[src/rtl/johnson8_pkg.sv]
// Shared definitions for the 8-step Johnson sequencer run/stop controller:
// state encoding, ring codes for each phase and a phase-to-code helper.
package johnson8_pkg;

   typedef enum logic [1:0] {
      ST_IDLE  = 2'd0,
      ST_RUN   = 2'd1,
      ST_FAULT = 2'd2
   } state_t;

   localparam logic [3:0] J_PH0 = 4'b0000;
   localparam logic [3:0] J_PH1 = 4'b0001;
   localparam logic [3:0] J_PH2 = 4'b0011;
   localparam logic [3:0] J_PH3 = 4'b0111;
   localparam logic [3:0] J_PH4 = 4'b1111;
   localparam logic [3:0] J_PH5 = 4'b1110;
   localparam logic [3:0] J_PH6 = 4'b1100;
   localparam logic [3:0] J_PH7 = 4'b1000;
   localparam logic [3:0] J_EOR = 4'b1000;

   function automatic logic [3:0] phase_code(input logic [2:0] ph);
      logic [3:0] code;
      case (ph)
         3'd0:    code = J_PH0;
         3'd1:    code = J_PH1;
         3'd2:    code = J_PH2;
         3'd3:    code = J_PH3;
         3'd4:    code = J_PH4;
         3'd5:    code = J_PH5;
         3'd6:    code = J_PH6;
         default: code = J_PH7;
      endcase
      return code;
   endfunction

endpackage

[src/rtl/johnson8_phase_chk.sv]
// Integrity checker: tracks the phase the sequencer should be in and flags
// any cycle where the observed ring state disagrees.
module johnson8_phase_chk
   import johnson8_pkg::*;
(
   input  logic       clk,
   input  logic       rst,
   input  logic       run,
   input  logic       check_en,
   input  logic [3:0] dff4,
   output logic       mismatch
);

   logic [2:0] exp_ph_q;
   logic [2:0] exp_ph_d;
   logic [3:0] exp_code;

   always_ff @(posedge clk or posedge rst) begin
      if (rst) begin
         exp_ph_q <= 3'd0;
      end else begin
         exp_ph_q <= exp_ph_d;
      end
   end

   // Outside RUN the sequencer is held, so its only legal code is phase 0.
   always_comb begin
      exp_ph_d = run ? exp_ph_q + 3'd1 : 3'd0;
      exp_code = run ? phase_code(exp_ph_q) : J_PH0;
      mismatch = check_en && (dff4 != exp_code);
   end

endmodule

[src/rtl/johnson8_ctrl.sv]
// Run/stop controller for the 8-step Johnson sequencer; always parks it at phase 0.
// Optional ring-state integrity checking is enabled with JOHNSON8_CTRL_CHECK_EN.
module johnson8_ctrl
   import johnson8_pkg::*;
#(
   parameter int ROUND_W = 8
) (
   input  logic               CLK,
   input  logic               RESET,
   input  logic               CMD_VALID,
   output logic               CMD_READY,
   input  logic [ROUND_W-1:0] CMD_ROUNDS,
   input  logic               STOP,
   input  logic               CLR_ERR,
   input  logic [3:0]         DFF4,
   output logic               SEQ_RUN,
   output logic               BUSY,
   output logic               ROUND_TICK,
   output logic               DONE,
   output logic [ROUND_W-1:0] ROUNDS_DONE,
   output logic               ERR
);

   state_t               state_q, state_d;
   logic                 seq_run_q, seq_run_d;
   logic                 cmd_ready_q, cmd_ready_d;
   logic                 round_tick_q, round_tick_d;
   logic                 done_q, done_d;
   logic                 err_q, err_d;
   logic                 stop_pending_q, stop_pending_d;
   logic [ROUND_W-1:0]   remaining_q, remaining_d;
   logic [ROUND_W-1:0]   rounds_done_q, rounds_done_d;
   logic                 eor;
   logic                 finish_now;

`ifdef JOHNSON8_CTRL_CHECK_EN
   logic phase_err;

   johnson8_phase_chk u_phase_chk (
      .clk      (CLK),
      .rst      (RESET),
      .run      (state_q == ST_RUN),
      .check_en (state_q != ST_FAULT),
      .dff4     (DFF4),
      .mismatch (phase_err)
   );
`else
   logic unused_clr_err;
   assign unused_clr_err = CLR_ERR;
`endif

   assign eor        = seq_run_q && (DFF4 == J_EOR);
   assign finish_now = (remaining_q == ROUND_W'(1)) || stop_pending_q || STOP;

   always_ff @(posedge CLK or posedge RESET) begin
      if (RESET) begin
         state_q        <= ST_IDLE;
         seq_run_q      <= 1'b0;
         cmd_ready_q    <= 1'b0;
         round_tick_q   <= 1'b0;
         done_q         <= 1'b0;
         err_q          <= 1'b0;
         stop_pending_q <= 1'b0;
         remaining_q    <= '0;
         rounds_done_q  <= '0;
      end else begin
         state_q        <= state_d;
         seq_run_q      <= seq_run_d;
         cmd_ready_q    <= cmd_ready_d;
         round_tick_q   <= round_tick_d;
         done_q         <= done_d;
         err_q          <= err_d;
         stop_pending_q <= stop_pending_d;
         remaining_q    <= remaining_d;
         rounds_done_q  <= rounds_done_d;
      end
   end

   always_comb begin
      state_d        = state_q;
      remaining_d    = remaining_q;
      rounds_done_d  = rounds_done_q;
      stop_pending_d = stop_pending_q;
      round_tick_d   = 1'b0;
      done_d         = 1'b0;
      err_d          = err_q;
      case (state_q)
         ST_IDLE: begin
            if (CMD_VALID && cmd_ready_q) begin
               state_d        = ST_RUN;
               remaining_d    = CMD_ROUNDS;
               rounds_done_d  = '0;
               stop_pending_d = 1'b0;
            end
         end
         ST_RUN: begin
            // Stops only take effect at a round boundary so rounds are never cut short.
            if (eor) begin
               round_tick_d = 1'b1;
               if (rounds_done_q != '1) begin
                  rounds_done_d = rounds_done_q + ROUND_W'(1);
               end
               if (finish_now) begin
                  state_d = ST_IDLE;
                  done_d  = 1'b1;
               end else if (remaining_q != '0) begin
                  remaining_d = remaining_q - ROUND_W'(1);
               end
            end else if (STOP) begin
               stop_pending_d = 1'b1;
            end
         end
         ST_FAULT: begin
`ifdef JOHNSON8_CTRL_CHECK_EN
            if (CLR_ERR) begin
               state_d = ST_IDLE;
               err_d   = 1'b0;
            end
`else
            state_d = ST_IDLE;
`endif
         end
         default: state_d = ST_IDLE;
      endcase
`ifdef JOHNSON8_CTRL_CHECK_EN
      // A ring-state mismatch overrides any round completion in the same cycle.
      if (phase_err) begin
         state_d        = ST_FAULT;
         err_d          = 1'b1;
         round_tick_d   = 1'b0;
         done_d         = 1'b0;
         remaining_d    = remaining_q;
         rounds_done_d  = rounds_done_q;
         stop_pending_d = stop_pending_q;
      end
`endif
   end

   always_comb begin
      seq_run_d   = (state_d == ST_RUN);
      cmd_ready_d = (state_d == ST_IDLE);
   end

   assign SEQ_RUN     = seq_run_q;
   assign CMD_READY   = cmd_ready_q;
   assign BUSY        = (state_q == ST_RUN);
   assign ROUND_TICK  = round_tick_q;
   assign DONE        = done_q;
   assign ROUNDS_DONE = rounds_done_q;
   assign ERR         = err_q;

endmodule

[config.mk]
export PLATFORM = sky130hd
export DESIGN_NAME = johnson8_ctrl
export DESIGN_NICKNAME = d
export VERILOG_FILES = /design/src/rtl/johnson8_pkg.sv /design/src/rtl/johnson8_phase_chk.sv /design/src/rtl/johnson8_ctrl.sv
export SDC_FILE = /design/constraint.sdc
export NUM_CORES = 1
export LEC_CHECK = 0
export CELL_PAD_IN_SITES_DETAIL_PLACEMENT = 1
export CELL_PAD_IN_SITES_GLOBAL_PLACEMENT = 1
export CORE_ASPECT_RATIO = 2
export CORE_UTILIZATION = 30
export DETAILED_ROUTE_END_ITERATION = 6
export PLACE_DENSITY = 0.67
export SETUP_SLACK_MARGIN = 0.3
export SLEW_MARGIN = 20
export SYNTH_ARGS = -nofsm -noshare
export SYNTH_HDL_FRONTEND = slang
export SYNTH_SLANG_ARGS = --single-unit
[constraint.sdc]
create_clock -name CLK -period 2.4 [get_ports CLK]
set_input_delay 0.24 -clock CLK [delete_from_list [all_inputs] [get_ports CLK]]
set_output_delay 0.24 -clock CLK [all_outputs]
set_load 0.02 [all_outputs]
==> summary.txt <==
Yosys
  • Gate Count Post-Synth: 142
  • Primary FF master, synth: dfrtp_1
  • Yosys reg bits: 23
  • Async set-reset flop share out of synthesis: 100%
  • Warnings, synthesis: 0
  • Seq/Total Area, Yosys: 42.4%
  • Netlist cell types: 45
  • Syn Area/Cell: 9.56 sq um
  • Post-synthesis cell area: 0.00136 sq mm
  • Number of flops mapped to enable cells by yosys: 0

Final layout
  • Area grow syn2layout: 30.7%
  • Most common cell after layout, fill and taps aside: clkdlybuf4s50_1
  • FF/Latch Area: 577 sq um
  • Number of fill cells: 528
  • Multi-input gate area in the final layout: 733 sq um
  • Commonest cells after routing, fill and taps aside: clkdlybuf4s50_1, dfrtp_1, nand2_1, nor2_1
  • Layout cells sized above 1: 13.2%
  • Antenna fix cells: 0
  • Final net count: 195
  • Layout Cells excl Fill: 228

Pwr
  • Clk network pwr share: 21.0%
  • Logic pwr share: 32.2%
  • Peak supply drop: 361 uV
  • Power Density: 661 mW/mm^2
  • Pleak: 0.713 nW
  • Internal power: 0.000755 W
  • Net Sw Power: 0.000418 W
  • Sw Share: 35.7%
  • Seq pwr share: 46.8%

CTS
  • Total CTS buffers: 3
  • H-tree depth: 1
  • Worst-Skew Late Latency: 260 ps
  • Reg clk slew, reported paths: 80 ps
  • Clk sinks: 23
  • Clock Path Buffers: 2
  • CTS tree: done
  • Hold Buf Count CTS: 0
  • Post-CTS Setup Inserts: 0
  • Root Driver: clkbuf_8

Detailed routing
  • Vias: 1,288
  • Drt first pass iters: 4
  • Drt total wl: 4040 um
  • Post-detailed-route count of antenna-violating nets: 0
  • Starting DRT DRC Count: 20
  • DRC: 0
  • DR WL/cell: 17.7 um
  • Vias/cell: 5.65

STA
  • Setup TNS: 0 ps
  • Worst Hold Margin: 320 ps
  • Worst slew margin: 61.9%
  • Period minus WS final: 1990 ps
  • Slew Limit Fails: 0
  • Worst Skew: 4.39 ps
  • Fin. Hold Viols: 0
  • Least-Margin Pin Slew: 569 ps
  • Period utilization: 83.0%
  • # setup viols final: 0
  • RSZ-0062 raised after global routing: no
  • Highest clock rate: 502 MHz
  • Worst setup margin: 408 ps

Worst setup path
  • Crit end category: flop
  • CP Data Required Time: 2590 ps
  • Crit Path Category: flop to flop
  • Worst reg2reg path depth: 6
  • Worst Setup Start Kind: flop
  • Arrival time worst endpoint: 2180 ps
  • Worst R2R Setup Slack: 410 ps
  • Worst-path fanout max: 8
  • Worst R2R End: remaining_q[1]
  • R2R Path Start: remaining_q[0]

Floorplanning
  • IO Count: 31
  • Full die area: 0.00481 sq mm
  • Num rows: 34
  • Die width: 49.6 um
  • Core footprint: 0.00434 sq mm
  • Die H: 97.1 um
  • Initial Util: 31.3%

Placed design
  • # port buffers: 28
  • Dpl ws: 231 ps
  • Hpwl dp: 3030 um
  • DP Cell Count: 224
  • Global placer's final weighted congestion: 0.872

Global routing
  • First-pass GRT wire length: 6610 um
  • Largest net degree at the start of global routing: 24
  • Vias in the first global route: 1,412
  • Initial antenna violation count: 0
  • Total GRT Usage: 17.8%
  • Total congestion overflow: 0

Worst hold path
  • Hold crit path type: input port to async pin

Job
  • Max-cap violation count: 0

Outcome
  • Outcome: complete, no violations
[how the worst max path moves through the flow]
stage	slack, ps	cells past startpoint	start	to
2_1_floorplan	580	6	remaining_q[0]	remaining_q[1]
3_3_place_gp	290	6	remaining_q[0]	remaining_q[1]
3_5_place_dp	230	5	DFF4[1]	ROUNDS_DONE[3]
4_1_cts	330	7	remaining_q[0]	remaining_q[3]
5_1_grt	320	6	remaining_q[0]	remaining_q[4]
6_report	410	6	remaining_q[0]	remaining_q[1]
[timing repair]
action                                  in CTS  in global routing
hold endpoints to repair                     0                  0
resized for setup                            1                  2
pin swaps                                    0                  1
endpoints found under the setup margin       5                  4
[metrics by stage]
stage / area [sq um] / util [%] / power (W)
2_1_floorplan: 1360 / - / 0.000764
3_3_place_gp: 1710 / 39.5 / 0.000894
3_5_place_dp: 1710 / 39.5 / 0.000920
4_1_cts: 1770 / 40.7 / 0.00117
5_1_grt: 1770 / 40.9 / 0.00125
6_report: 1770 / 40.9 / 0.00117
[kinds of logic after synthesis]
logic type | Yosys count | synth area share, %
mux | 3 | 2.21
buf+inv | 13 | 4.88
simple gates | 53 | 21.4
compound gates | 46 | 26.1
fa+ha+maj | 3 | 2.77
flops | 23 | 42.4
other cells | 1 | 0.276
[state kept, by name, summed over array words and instances, names as in the netlist]
register,count
CMD_READY,1
DONE,1
ROUNDS_DONE,8
ROUND_TICK,1
SEQ_RUN,1
remaining_q,8
state_q,2
stop_pending_q,1
[routing by layer]
metal,track usage [%],part of all wire (%),wire length [um]
met1,18.7,37,1510
met2,34.5,59,2380
met3,0.939,1.9,75
met4,7.69,1.9,76
met5,0,0,0
[synth_stat cells, types with 3 or more instances]
master / number / share of area, %
dfrtp_1: 23 / 42
nand2_1: 13 / 3.6
nor2_1: 11 / 3.0
o21ai_0: 7 / 2.6
a21oi_1: 6 / 2.2
o31ai_1: 6 / 3.3
a22o_1: 4 / 2.6
inv_1: 4 / 1.1
nand3_1: 4 / 1.5
nand4_1: 4 / 1.8
nor4_1: 4 / 1.8
o211ai_1: 4 / 2.2
a211oi_1: 3 / 1.7
a2bb2oi_1: 3 / 1.9
ha_1: 3 / 2.8
mux2i_1: 3 / 2.2
nor3_1: 3 / 1.1
or2_2: 3 / 1.4
[critical path, stage by stage, from the launching register on]
cell	delay, ps
dfrtp_2	420
inv_1	60
ha_1	240
or2_2	320
a311o_1	370
a21oi_4	300
mux2i_1	210
[cell type report]
cell class | instances | share of cell area (%)
sequential | 23 | 32.5
inverter | 5 | 1.06
tap | 54 | 3.81
clock buffer | 4 | 2.54
multi-input combinational | 107 | 41.3
timing repair buffer | 35 | 18.8
[power groups by stage]
stage / clock network [W] / logic [W] / registers, W
floorplan: 0 / 0.000226 / 0.000538
global placement: 0 / 0.000348 / 0.000547
detailed placement: 0 / 0.000368 / 0.000552
CTS: 0.000256 / 0.000372 / 0.000546
global route: 0.000269 / 0.000416 / 0.000563
finish: 0.000246 / 0.000377 / 0.000549
(Power assumes the default switching activity.)
